$ cat config.mk
export PLATFORM = sky130hd
export DESIGN_NAME = shiftreg_rw_ctrl
export DESIGN_NICKNAME = d
export VERILOG_FILES = /design/src/rtl/shiftreg_rw_pkg.sv /design/src/rtl/sr_bit_timer.sv /design/src/rtl/shiftreg_rw_ctrl.sv
export SDC_FILE = /design/constraint.sdc
export NUM_CORES = 1
export LEC_CHECK = 0
export ABC_AREA = 1
export CORE_MARGIN = 3
export CORE_UTILIZATION = 48
export DETAILED_ROUTE_END_ITERATION = 8
export PLACE_DENSITY = 0.83
export SYNTH_ARGS = -nofsm -noshare
export SYNTH_HDL_FRONTEND = slang
export SYNTH_SLANG_ARGS = --single-unit
export TNS_END_PERCENT = 20
$ cat constraint.sdc
create_clock -name clk -period 1.5 [get_ports clk]
set_clock_uncertainty 0.05 [all_clocks]
set_input_delay 0.15 -clock clk [delete_from_list [all_inputs] [get_ports clk]]
set_output_delay 0.15 -clock clk [all_outputs]
set_load 0.02 [all_outputs]
$ cat src/rtl/shiftreg_rw_pkg.sv
// Shared definitions for the shift-register read/write controller.
// Holds the FSM state encoding, a constant clog2 helper and the DIV legality check.
package shiftreg_rw_pkg;

   typedef enum logic [1:0] {
      IDLE  = 2'd0,
      SHIFT = 2'd1,
      LATCH = 2'd2,
      DONE  = 2'd3
   } state_e;

   // Ceiling log2, floored at 1 so that a counter never collapses to zero width.
   function automatic int unsigned clog2(input int unsigned value);
      int unsigned result;
      int unsigned v;
      result = 0;
      v      = (value > 0) ? value - 1 : 0;
      while (v > 0) begin
         result = result + 1;
         v      = v >> 1;
      end
      if (result == 0) result = 1;
      return result;
   endfunction

   // The serial clock needs two equal halves, so DIV must be even and at least 2.
   function automatic bit div_ok(input int unsigned div);
      return (div >= 2) && ((div % 2) == 0);
   endfunction

endpackage

$ cat src/rtl/sr_bit_timer.sv
// Serial bit timer: div_cnt paces one serial bit over DIV clk cycles and
// bit_cnt counts bits within the word.
// Ports:
//   clk, rst      : clock, async active-low reset
//   load          : accepted start; restarts both counters at zero
//   shift_en      : FSM is in SHIFT (counts div and bits, generates sr_clk)
//   latch_en      : FSM is in LATCH (counts div only, sr_clk held low)
//   sr_clk        : serial clock, high while div_cnt >= DIV/2 in SHIFT
//   phase_launch  : current cycle has div_cnt == 0
//   phase_sample  : current cycle has div_cnt == DIV/2 (sr_clk rising cycle)
//   phase_wrap    : current cycle has div_cnt == DIV-1
//   last_bit      : current bit is bit WIDTH-1
// All outputs are registers whose value describes the current cycle's counters.
module sr_bit_timer
   import shiftreg_rw_pkg::*;
#(
   parameter int unsigned WIDTH = 8,
   parameter int unsigned DIV   = 4
) (
   input  logic clk,
   input  logic rst,
   input  logic load,
   input  logic shift_en,
   input  logic latch_en,
   output logic sr_clk,
   output logic phase_launch,
   output logic phase_sample,
   output logic phase_wrap,
   output logic last_bit
);

   localparam int unsigned DIV_W = clog2(DIV);
   localparam int unsigned BIT_W = clog2(WIDTH + 1);
   localparam logic [DIV_W-1:0] DIV_HALF = DIV_W'(DIV / 2);
   localparam logic [DIV_W-1:0] DIV_LAST = DIV_W'(DIV - 1);
   localparam logic [BIT_W-1:0] BIT_LAST = BIT_W'(WIDTH - 1);

   logic [DIV_W-1:0] div_cnt;
   logic [DIV_W-1:0] div_next;
   logic [BIT_W-1:0] bit_cnt;
   logic [BIT_W-1:0] bit_next;
   logic             sr_clk_next;

   // Next counter values; both counters rest at zero outside SHIFT/LATCH.
   always_comb begin
      div_next    = '0;
      bit_next    = '0;
      sr_clk_next = 1'b0;
      if (!load && (shift_en || latch_en)) begin
         div_next = (div_cnt == DIV_LAST) ? '0 : div_cnt + DIV_W'(1);
         bit_next = bit_cnt;
         if (shift_en && (div_cnt == DIV_LAST)) begin
            bit_next = (bit_cnt == BIT_LAST) ? '0 : bit_cnt + BIT_W'(1);
         end
      end
      // Leaving SHIFT after the last bit wraps div_next to 0, so sr_clk lands low.
      sr_clk_next = shift_en && !load && (div_next >= DIV_HALF);
   end

   // Counters plus phase flags decoded one cycle early so they are registered.
   always_ff @(posedge clk or negedge rst) begin
      if (!rst) begin
         div_cnt      <= '0;
         bit_cnt      <= '0;
         sr_clk       <= 1'b0;
         phase_launch <= 1'b1;
         phase_sample <= 1'b0;
         phase_wrap   <= 1'b0;
         last_bit     <= (WIDTH == 1);
      end else begin
         div_cnt      <= div_next;
         bit_cnt      <= bit_next;
         sr_clk       <= sr_clk_next;
         phase_launch <= (div_next == '0);
         phase_sample <= (div_next == DIV_HALF);
         phase_wrap   <= (div_next == DIV_LAST);
         last_bit     <= (bit_next == BIT_LAST);
      end
   end

endmodule

$ cat src/rtl/shiftreg_rw_ctrl.sv
// Shift-register read/write controller. On each accepted start it shifts
// data_in MSB-first into an external chain on sr_din/sr_clk, captures the
// word returned on sr_dout, strobes sr_load for DIV cycles and pulses done.
// Ports:
//   clk, rst   : clock, async active-low reset
//   start      : one-cycle start pulse (already in the clk domain)
//   data_in    : word to write, sampled on an accepted start
//   sr_dout    : serial data returned from the chain
//   sr_clk     : serial shift clock (clk/DIV)
//   sr_din     : serial data to the chain, MSB first
//   sr_load    : latch strobe to the chain
//   data_out   : captured readback word, held until the next done
//   busy       : high from the cycle after an accepted start through DONE
//   done       : one-cycle pulse, data_out valid in the same cycle
//   overrun    : flags a start that arrives while not idle
module shiftreg_rw_ctrl
   import shiftreg_rw_pkg::*;
#(
   parameter int unsigned WIDTH = 8,
   parameter int unsigned DIV   = 4
) (
   input  logic             clk,
   input  logic             rst,
   input  logic             start,
   input  logic [WIDTH-1:0] data_in,
   input  logic             sr_dout,
   output logic             sr_clk,
   output logic             sr_din,
   output logic             sr_load,
   output logic [WIDTH-1:0] data_out,
   output logic             busy,
   output logic             done,
   output logic             overrun
);

   // Reject illegal parameterisations at elaboration.
   if (!div_ok(DIV)) begin : g_bad_div
      $error("shiftreg_rw_ctrl: DIV must be even and >= 2");
   end
   if (WIDTH < 1) begin : g_bad_width
      $error("shiftreg_rw_ctrl: WIDTH must be >= 1");
   end

   state_e           state;
   state_e           state_d;
   logic [WIDTH-1:0] shreg;
   logic [WIDTH-1:0] shreg_d;
   logic [WIDTH-1:0] cap;
   logic [WIDTH-1:0] cap_d;
   logic [WIDTH-1:0] data_out_d;
   logic             sr_din_d;
   logic             sr_load_d;
   logic             busy_d;
   logic             done_d;
   logic             accept_c;
   logic             phase_launch;
   logic             phase_sample;
   logic             phase_wrap;
   logic             last_bit;

   assign accept_c = start && (state == IDLE);
   // Combinational so the flag lines up with the offending start cycle itself.
   assign overrun  = start && (state != IDLE);

   sr_bit_timer #(
      .WIDTH (WIDTH),
      .DIV   (DIV)
   ) u_timer (
      .clk          (clk),
      .rst          (rst),
      .load         (accept_c),
      .shift_en     (state == SHIFT),
      .latch_en     (state == LATCH),
      .sr_clk       (sr_clk),
      .phase_launch (phase_launch),
      .phase_sample (phase_sample),
      .phase_wrap   (phase_wrap),
      .last_bit     (last_bit)
   );

   // Next-state and next-output logic.
   always_comb begin
      state_d    = state;
      shreg_d    = shreg;
      cap_d      = cap;
      data_out_d = data_out;
      sr_din_d   = sr_din;
      sr_load_d  = 1'b0;
      done_d     = 1'b0;
      busy_d     = 1'b0;

      unique case (state)
         IDLE: begin
            if (accept_c) begin
               state_d  = SHIFT;
               shreg_d  = data_in;
               cap_d    = '0;
               sr_din_d = data_in[WIDTH-1];
            end
         end
         SHIFT: begin
            // Pre-advance after launch so shreg MSB is already the next bit at wrap.
            if (phase_launch) shreg_d = shreg << 1;
            if (phase_sample) cap_d = (cap << 1) | WIDTH'(sr_dout);
            if (phase_wrap) begin
               if (last_bit) begin
                  state_d   = LATCH;
                  sr_din_d  = 1'b0;
                  sr_load_d = 1'b1;
               end else begin
                  sr_din_d = shreg[WIDTH-1];
               end
            end
         end
         LATCH: begin
            sr_load_d = 1'b1;
            if (phase_wrap) begin
               state_d    = DONE;
               sr_load_d  = 1'b0;
               done_d     = 1'b1;
               data_out_d = cap;
            end
         end
         DONE: begin
            state_d = IDLE;
         end
         default: state_d = IDLE;
      endcase

      busy_d = (state_d != IDLE);
   end

   // State and registered outputs.
   always_ff @(posedge clk or negedge rst) begin
      if (!rst) begin
         state    <= IDLE;
         shreg    <= '0;
         cap      <= '0;
         data_out <= '0;
         sr_din   <= 1'b0;
         sr_load  <= 1'b0;
         busy     <= 1'b0;
         done     <= 1'b0;
      end else begin
         state    <= state_d;
         shreg    <= shreg_d;
         cap      <= cap_d;
         data_out <= data_out_d;
         sr_din   <= sr_din_d;
         sr_load  <= sr_load_d;
         busy     <= busy_d;
         done     <= done_d;
      end
   end

endmodule

==> flow_summary_export.csv, run 1 <==
group,metric,value,unit
sta,whs,251,ps
placement,place.gp.congestion,0.751,
synth,synth_top_cell_area_share,53.5,%
synth,ys_warn_count,0,
final_layout,final_common_cell,"nand2_1",
final_layout,syn2layout_area_growth,39.2,%
clock_network,cts_tree,"done",
final_layout,seq_area,1030,µm²
sta,slew_viol_final,0,
critical_path,cp.arrival,1690,ps
clock_network,clk_pin_slew,70,ps
floorplan,die-height,68.4,µm
power_and_ir_drop,cellLeakagePower,1.23,nW
power_and_ir_drop,power.density,1880,nW/µm²
power_and_ir_drop,pwr-share-seq,34.4,%
critical_path,crit_chain,"buf_4 > ha_4 > buf_6 > nand2_2 > nand2_1 > o211ai_1 > nand3_1",
clock_network,h-tree-depth,2,
final_layout,fillers,266,
synth,syn_area_per_cell,9.09,µm²
synth,syn_nets,225,
synth,ys_ff_latch,41,
critical_path,slowest_stage,"dfrtp_1",
global_routing,met3_usage,6.40,%
critical_path,path_class,"register to register",
floorplan,die_area,4680,µm²
final_layout,layout_common_cells,"44 x nand2_1, 40 x dfrtp_1, 28 x inv_1, 21 x o21ai_0, 19 x clkdlybuf4s50_1",
global_routing,use_met1,21.9,%
critical_path,critPathLaunchType,"register",
route,vias,1528,
power_and_ir_drop,pwr-share-clk,14.1,%
route,vias_per_cell,5.03,
final_layout,diodes,0,
global_routing,grt_use_total,17.8,%
placement,dpl.cell_count,290,
synth,synth_cells,206,
global_routing,grt_pass1_vias,1382,
final_layout,multi_input_area,863,µm²
critical_path,ff2ff_path_depth,7,
floorplan,initial_core_util,50.4,%
clock_network,cts.path.max_buffers,2,
route,wl,3940,µm
synth,yosysSeqAreaShare,54.9,%
run_status,status,"finished, violations left",
clock_network,cts_root_buffer,"clkbuf_8",
route,routedWlPerCell,12.9,µm
sta,fin_ws,-62.7,ps
global_routing,grt-ovfl-total,0,
sta,tns,-407,ps
route,firstDrtPassIters,4,
sta,min_period,1560,ps
final_layout,final_net_count,274,
power_and_ir_drop,p_comb_share,51.4,%
route,ant_nets,0,
synth,synthTopCellsByArea,"dfrtp_1 53%, nand2_1 10%, o21ai_0 7.0%, inv_1 6.2%, ha_1 4.7%",
power_and_ir_drop,finalPower,0.00490,W
power_and_ir_drop,p_sw_share,40.3,%
floorplan,die_w,68.4,µm
clock_network,cts_sinks,41,
critical_path,crit_path_end_kind,"register",
sta,fin_crit_sh,104,%
final_layout,layout.cells.non_filler,304,
placement,port_buffers,25,
power_and_ir_drop,intPower,0.00292,W
critical_path,reg2reg_to,"busy",
placement,hpwlAfterDp,2490,µm
final_layout,final_core_util,70.1,%
hold_path,hp-class,"input port to asynchronous set/reset pin",
floorplan,io_pins,26,
critical_path,crit_fanout,7,
power_and_ir_drop,peakVddDrop,0.825,mV
final_layout,drive_gt1_share,26.2,%
sta,fmax,640,MHz
sta,max_slew.worst_pin.slew,396,ps
floorplan,core_area,3720,µm²
synth,syn-cell-area,1870,µm²
global_routing,met2_usage,28.1,%
sta,slew_headroom,73.6,%
sta,rsz0062_at_grt,"true",
clock_network,clock_latency,300,ps
clock_network,numCtsBuffers,5,
critical_path,regToRegSetupSlack,-60,ps
critical_path,worstReg2RegStart,"state[0]",
global_routing,grt_pass1_wl,6000,µm
route,drt_iter0_drc,95,
run_status,violations,"setup timing",
global_routing,antenna_found_initial,0,
synth,yosysUniqueCellTypes,25,
sta,hold_viol,0,
synth,synth_largest_area_cell,"dfrtp_1",
global_routing,grt_most_used_layer,"met2",
critical_path,cp_slowest_stage_delay,420,ps
global_routing,grt_max_degree,26,
route,drc,0,
run,maxCapViolations,0,
power_and_ir_drop,power.switching,0.00197,W
sta,setup_violations,18,
floorplan,num_rows,22,
critical_path,crit_required,1630,ps
[cells by family after synthesis]
logic type,synth area share (%)
buffers and inverters,9.22
adder cells (fa/ha/maj),4.68
AO/OA/AOI/OAI,14.1
AND/OR/NAND/NOR,17.1
flip-flops,54.9
[cells in the mapped netlist]
cell / n
nand4_1: 1
inv_6: 1
clkbuf_1: 1
a21oi_1: 5
o21ai_0: 26
inv_1: 31
a31oi_1: 1
o211ai_1: 1
nand2_1: 51
ha_1: 7
nor2_1: 11
o31ai_1: 6
buf_2: 2
or2_4: 1
nand2_4: 1
dfstp_2: 1
buf_6: 3
o31ai_2: 1
dfrtp_1: 40
or2_2: 1
o21a_4: 1
nor3_1: 3
nand3_1: 8
o22ai_1: 1
o21ai_4: 1
[cell type report]
class / count / share of cell area [%]
Multi-Input combinational cell: 129 / 33.1
Sequential cell: 41 / 39.4
Clock inverter: 2 / 0.384
Inverter: 32 / 4.80
Timing Repair Buffer: 46 / 17.1
Clock buffer: 6 / 2.79
Tap cell: 48 / 2.31
[sequential cells by signal (all words and copies together) (netlist names)]
name and count:
busy 1, cap 8, data_out 8, done 1, shreg 8, sr_din 1, sr_load 1, state 2
u_timer.bit_cnt 4, u_timer.div_cnt 2, u_timer.last_bit 1, u_timer.phase_launch 1, u_timer.phase_sample 1, u_timer.phase_wrap 1, u_timer.sr_clk 1
[stage by stage]
| stage | setup slack (ps) | cell area [µm²] |
|---|---|---|
| floorplan | 0.223 | 1870 |
| global placement | -96.8 | 2270 |
| detailed placement | -99.8 | 2270 |
| CTS | -32.3 | 2390 |
| global route | -127 | 2610 |
| finish | -62.7 | 2610 |
[what timing repair did]
action	in CTS	in global routing
hold buffers	1	0
setup buffers	1	2
gates cloned	1	1
pin swaps	2	5
setup endpoints to repair	23	38
endpoints found under the hold margin	15	0
resized for setup	8	45
[worst max path at each step]
stage	cells past startpoint	startpoint	slack, ps	endpoint
after floorplan	8	state[1]	0.2	shreg[1]
after global routing	8	state[0]	-130	shreg[4]
after detailed placement	6	state[1]	-100	cap[1]
after CTS	7	state[0]	-30	busy
final	7	state[0]	-60	busy
after global placement	8	state[0]	-100	u_timer.last_bit
[routing by layer]
metal / up-vias / wire length (µm)
li1: 758 / -
met1: 723 / 1670
met2: 40 / 1990
met3: 7 / 201
met4: 0 / 77
met5: - / 0
[critical path, delay by kind of cell (launching register included)]
family	cells	cell delay (ps)
simple gates	3	260
buf+inv	2	300
flops	1	420
fa+ha+maj	1	190
compound gates	1	220
[power groups by stage]
stage	registers, W	clock network (W)	logic, W
final	0.00169	0.000691	0.00252
after floorplan	0.00184	0	0.00109
after global placement	0.00167	0	0.00195
after CTS	0.00167	0.000709	0.00208
after detailed placement	0.00169	0	0.00199
after global routing	0.00172	0.000758	0.00279
No activity file was read; power rests on OpenSTA's default activity.
==> run 2, diff against run 1 <==
--- a/config.mk
+++ b/config.mk
@@ -13,4 +13,3 @@
 export SYNTH_ARGS = -nofsm -noshare
 export SYNTH_HDL_FRONTEND = slang
 export SYNTH_SLANG_ARGS = --single-unit
-export TNS_END_PERCENT = 20
==> constraint.sdc (replaced) <==
create_clock -name clk -period 1.4 [get_ports clk]
set_clock_uncertainty 0.05 [all_clocks]
set_input_delay 0.14 -clock clk [delete_from_list [all_inputs] [get_ports clk]]
set_output_delay 0.14 -clock clk [all_outputs]
set_load 0.02 [all_outputs]
==> flow_summary_export.csv, run 2 (synthesized netlist as in run 1, its figures left out) <==
group,metric,value,unit
run_status,status,"finished, violations left",
run_status,violations,"setup timing",
clock_network,numCtsBuffers,5,
route,drt_iter0_drc,153,
final_layout,design_area,2810,µm²
floorplan,core_area,3720,µm²
sta,setup_violations,26,
critical_path,cp.arrival,1700,ps
critical_path,worstReg2RegStart,"state[1]",
power_and_ir_drop,peakVddDrop,0.891,mV
floorplan,die_w,68.4,µm
clock_network,cts.path.max_buffers,2,
critical_path,ff2ff_path_depth,8,
global_routing,grt_use_total,20.3,%
global_routing,grt_pass1_vias,1556,
route,ant_nets,0,
floorplan,die_area,4680,µm²
route,vias,1660,
route,routedWlPerCell,16.0,µm
clock_network,cts_sinks,41,
critical_path,startpoint,"state[1]",
critical_path,crit_end,"cap[3]",
floorplan,initial_core_util,50.4,%
placement,port_buffers,25,
final_layout,top_regs,"cap (8), data_out (8), shreg (8)",
power_and_ir_drop,cellLeakagePower,1.33,nW
power_and_ir_drop,p_comb_share,54.5,%
final_layout,syn2layout_area_growth,50.1,%
sta,rsz0062_at_grt,"true",
power_and_ir_drop,pwr-share-clk,14.5,%
route,vias_per_cell,5.34,
final_layout,fillers,249,
route,drc,0,
power_and_ir_drop,power.switching,0.00246,W
global_routing,grt_pass1_wl,7040,µm
critical_path,path_class,"register to register",
sta,hold_viol,0,
critical_path,slowest_stage,"dfrtp_1",
critical_path,crit_fanout,8,
critical_path,cp_num_buf_inv,3,
clock_network,clk_pin_slew,80,ps
floorplan,die-height,68.4,µm
global_routing,grt_max_degree,42,
critical_path,critPathLaunchType,"register",
sta,min_period,1570,ps
global_routing,antenna_found_initial,0,
power_and_ir_drop,intPower,0.00343,W
final_layout,final_net_count,281,
clock_network,cts_tree,"done",
placement,hpwlAfterDp,2530,µm
run,maxCapViolations,0,
sta,fin_ws,-171,ps
sta,slew_headroom,74.3,%
power_and_ir_drop,p_sw_share,41.8,%
final_layout,diodes,0,
placement,place_area,2290,µm²
final_layout,drive_gt1_share,38.4,%
floorplan,io_pins,26,
power_and_ir_drop,pwr-share-seq,31.1,%
route,firstDrtPassIters,4,
critical_path,regToRegSetupSlack,-170,ps
sta,fmax,637,MHz
clock_network,cts_root_buffer,"clkbuf_8",
route,wl,4970,µm
final_layout,final_core_util,75.6,%
final_layout,layout_common_cells,"40 x dfrtp_1, 32 x nand2_1, 28 x inv_1, 18 x buf_4",
hold_path,hp-class,"input port to asynchronous set/reset pin",
power_and_ir_drop,power.density,2100,nW/µm²
sta,fin_crit_sh,112,%
sta,tns,-2510,ps
clock_network,clock_latency,290,ps
critical_path,crit_family,"flip-flops",
floorplan,num_rows,22,
critical_path,crit_required,1530,ps
critical_path,crit_path_end_kind,"register",
placement,place.gp.congestion,0.802,
final_layout,final_common_cell,"dfrtp_1",
critical_path,reg2reg_to,"cap[3]",
clock_network,h-tree-depth,2,
global_routing,grt-ovfl-total,0,
sta,max_slew.worst_pin.slew,383,ps
sta,slew_viol_final,0,
critical_path,cp.depth,8,
critical_path,crit_chain,"inv_2 > ha_4 > buf_6 > o21ai_4 > buf_12 > nand2_4 > nand2_1 > o31ai_2",
critical_path,cp_slowest_stage_delay,380,ps
-- run 2: changes by cell type in the layout (fill, tap and decap cells not counted), moves of 4 or more --
cell and change:
clkdlybuf4s50_1 -9, dlygate4sd2_1 +13, dlymetal6s2s_1 -4, nand2_1 -12, nand2_2 +9, o21ai_0 -6
o21ai_2 +7
-- run 2: repair_timing --
action,CTS,global route
setup buffers,5,3
hold buffers,1,0
setup endpoints to repair,37,37
gates resized for setup,53,51
pin swaps,5,11
cloned,2,1
endpoints found under the hold margin,40,0
-- run 2: through the flow --
stage               cells  hold WS [ps]  setup slack (ps)  power [W]
global placement      291          72.5              -124    0.00395
finish                311           285              -171    0.00589
floorplan             206          -206             -80.2    0.00316
global route          311           316              -232    0.00628
detailed placement    291          78.2              -159    0.00405
CTS                   307           304             -96.5    0.00526
-- run 2: worst reg2reg max path, cell delays in order, from the launching register on --
cell	delay, ps
dfrtp_1	380
inv_2	80
ha_4	180
buf_6	120
o21ai_4	150
buf_12	150
nand2_4	120
nand2_1	130
o31ai_2	90
-- run 2: how the worst min path moves through the flow --
stage	cells past startpoint	slack [ps]	start	end
finish	3	290	rst	busy
global route	3	320	rst	state[0]
CTS	3	300	rst	state[0]
detailed placement	2	80	rst	busy
global placement	2	70	rst	state[0]
floorplan	0	-210	rst	busy
-- run 2: layer usage --
layer,track usage (%),wire length (µm),vias up
met5,0,0,-
li1,-,-,773
met1,24.5,1970,815
met2,35.3,2580,51
met4,6.45,189,0
met3,4.93,230,21
-- run 2: layout make-up --
| cell class | instances | area (µm²) | share of cell area (%) |
|---|---|---|---|
| inverter | 32 | 125 | 4.45 |
| timing repair buffer | 53 | 512 | 18.2 |
| sequential | 41 | 1030 | 36.6 |
| tap | 48 | 60.1 | 2.14 |
| clock buffer | 7 | 96.3 | 3.43 |
| clock inverter | 1 | 5.00 | 0.178 |
| multi-input combinational | 129 | 983 | 35.0 |
-- run 2: power by group through the flow --
stage | logic (W) | clock network, W | registers, W
6_report | 0.00321 | 0.000853 | 0.00183
5_1_grt | 0.00351 | 0.000904 | 0.00186
4_1_cts | 0.00263 | 0.000851 | 0.00179
3_5_place_dp | 0.00225 | 0 | 0.00180
3_3_place_gp | 0.00218 | 0 | 0.00178
2_1_floorplan | 0.00118 | 0 | 0.00198
==> run 3, diff against run 2 <==
--- a/config.mk
+++ b/config.mk
@@ -7,9 +7,9 @@
 export LEC_CHECK = 0
 export ABC_AREA = 1
 export CORE_MARGIN = 3
-export CORE_UTILIZATION = 48
+export CORE_UTILIZATION = 53
 export DETAILED_ROUTE_END_ITERATION = 8
-export PLACE_DENSITY = 0.83
+export PLACE_DENSITY = 0.87
 export SYNTH_ARGS = -nofsm -noshare
 export SYNTH_HDL_FRONTEND = slang
 export SYNTH_SLANG_ARGS = --single-unit
==> constraint.sdc (replaced) <==
create_clock -name clk -period 1.8 [get_ports clk]
set_clock_uncertainty 0.05 [all_clocks]
set_input_delay 0.18 -clock clk [delete_from_list [all_inputs] [get_ports clk]]
set_output_delay 0.18 -clock clk [all_outputs]
set_load 0.02 [all_outputs]
==> flow_summary_export.csv, run 3 (synthesized netlist as in run 1, its figures left out) <==
group,metric,value,unit
sta,fin_ws,175,ps
critical_path,startpoint,"state[0]",
floorplan,die_w,65.4,µm
sta,hold_viol,0,
global_routing,grt_max_degree,42,
critical_path,worstReg2RegStart,"state[0]",
final_layout,drive_gt1_share,10.9,%
final_layout,design_area,2250,µm²
critical_path,crit_fanout,16,
sta,fin_crit_sh,90.3,%
global_routing,antenna_found_initial,0,
clock_network,numCtsBuffers,5,
final_layout,layout_common_cells,"51 x nand2_1, 40 x dfrtp_1, 30 x inv_1, 26 x o21ai_0, 23 x clkdlybuf4s50_1",
route,drc,0,
floorplan,initial_core_util,58.4,%
run,maxCapViolations,0,
clock_network,cts.path.max_buffers,2,
floorplan,io_pins,26,
placement,place_area,2170,µm²
sta,fmax,615,MHz
final_layout,multi_input_area,689,µm²
sta,setup_violations,0,
final_layout,syn2layout_area_growth,20.1,%
global_routing,grt-ovfl-total,0,
critical_path,crit_required,2000,ps
route,ant_nets,0,
final_layout,fillers,272,
global_routing,grt_pass1_vias,1291,
sta,slew_viol_final,0,
final_layout,final_common_cell,"nand2_1",
critical_path,crit_path_end_kind,"register",
global_routing,grt_pass1_wl,5690,µm
route,routedWlPerCell,11.7,µm
placement,place.gp.congestion,0.917,
placement,hpwlAfterDp,2500,µm
route,vias,1390,
route,firstDrtPassIters,4,
floorplan,die_area,4280,µm²
clock_network,cts_tree,"done",
final_layout,seq_area,1030,µm²
critical_path,critPathLaunchType,"register",
run_status,status,"finished clean",
power_and_ir_drop,peakVddDrop,0.771,mV
floorplan,die-height,65.4,µm
final_layout,final_core_util,70.2,%
sta,max_slew.worst_pin.slew,347,ps
floorplan,num_rows,20,
final_layout,diodes,0,
sta,min_period,1630,ps
sta,rsz0062_at_grt,"false",
power_and_ir_drop,cellLeakagePower,1.07,nW
critical_path,cp.arrival,1820,ps
critical_path,path_class,"register to register",
global_routing,grt_use_total,17.5,%
route,wl,3310,µm
route,drt_iter0_drc,90,
placement,port_buffers,25,
sta,tns,0,ps
route,vias_per_cell,4.93,
floorplan,core_area,3200,µm²
clock_network,h-tree-depth,2,
clock_network,cts_root_buffer,"clkbuf_4",
placement,dp_slack,-69.0,ps
hold_path,hp-class,"input port to asynchronous set/reset pin",
final_layout,final_net_count,258,
clock_network,clk_pin_slew,110,ps
clock_network,cts_sinks,41,
clock_network,clock_latency,340,ps
power_and_ir_drop,power.density,1500,nW/µm²
sta,whs,281,ps
sta,slew_headroom,76.7,%
final_layout,top_regs,"cap (8), data_out (8), shreg (8)",
-- run 3: path summary, 6_finish.rpt --
| check | slack, ps | end | cells after the start |
|---|---|---|---|
| max reg2reg | 170 | cap[5] | 6 |
| min in group clk | 380 | shreg[0] | 3 |
| min reg2reg | 430 | u_timer.phase_wrap | 1 |
| max | 170 | cap[5] | 6 |
| max in group asynchronous | 1160 | u_timer.phase_launch | 3 |
| min | 280 | state[0] | 3 |
-- run 3: area by class of cell --
| class | count | share of cell area [%] |
|---|---|---|
| Timing Repair Buffer | 32 | 13.7 |
| Multi-Input combinational cell | 127 | 30.7 |
| Clock inverter | 1 | 0.223 |
| Sequential cell | 41 | 45.7 |
| Tap cell | 44 | 2.45 |
| Inverter | 32 | 5.57 |
| Clock buffer | 5 | 1.67 |
-- run 3: metal layers --
layer  track usage (%)  routed length [µm]  vias up
met3              4.27                 151        3
met5                 0                   0        -
li1                  -                   -      721
met2              28.4                1600       29
met1              23.0                1540      637
met4              5.44                  27        0
-- run 3: stage by stage --
step                      instances  total power (W)
final                           282          0.00337
after floorplan                 206          0.00244
after global routing            282          0.00367
after detailed placement        274          0.00295
after CTS                       281          0.00336
after global placement          274          0.00287
-- run 3: timing repair --
action	4_1_cts	5_1_grt
resized for setup	3	5
hold endpoints to repair	41	0
hold buffers	1	0
setup endpoints to repair	19	21
setup buffers	0	1
-- run 3: critical path: stages (launching register included) --
cell and delay, ps:
dfrtp_1 390, inv_1 110, ha_2 230, buf_4 140, o21ai_4 220, nand2_4 150
o31ai_1 240
-- run 3: where the power goes --
part	total, W	leakage [nW]	internal [W]	switching (W)
Combinational	0.00158	0.512	0.000638	0.000937
Sequential	0.00139	0.531	0.00124	0.000142
Clock	0.000404	0.0269	0.000136	0.000269
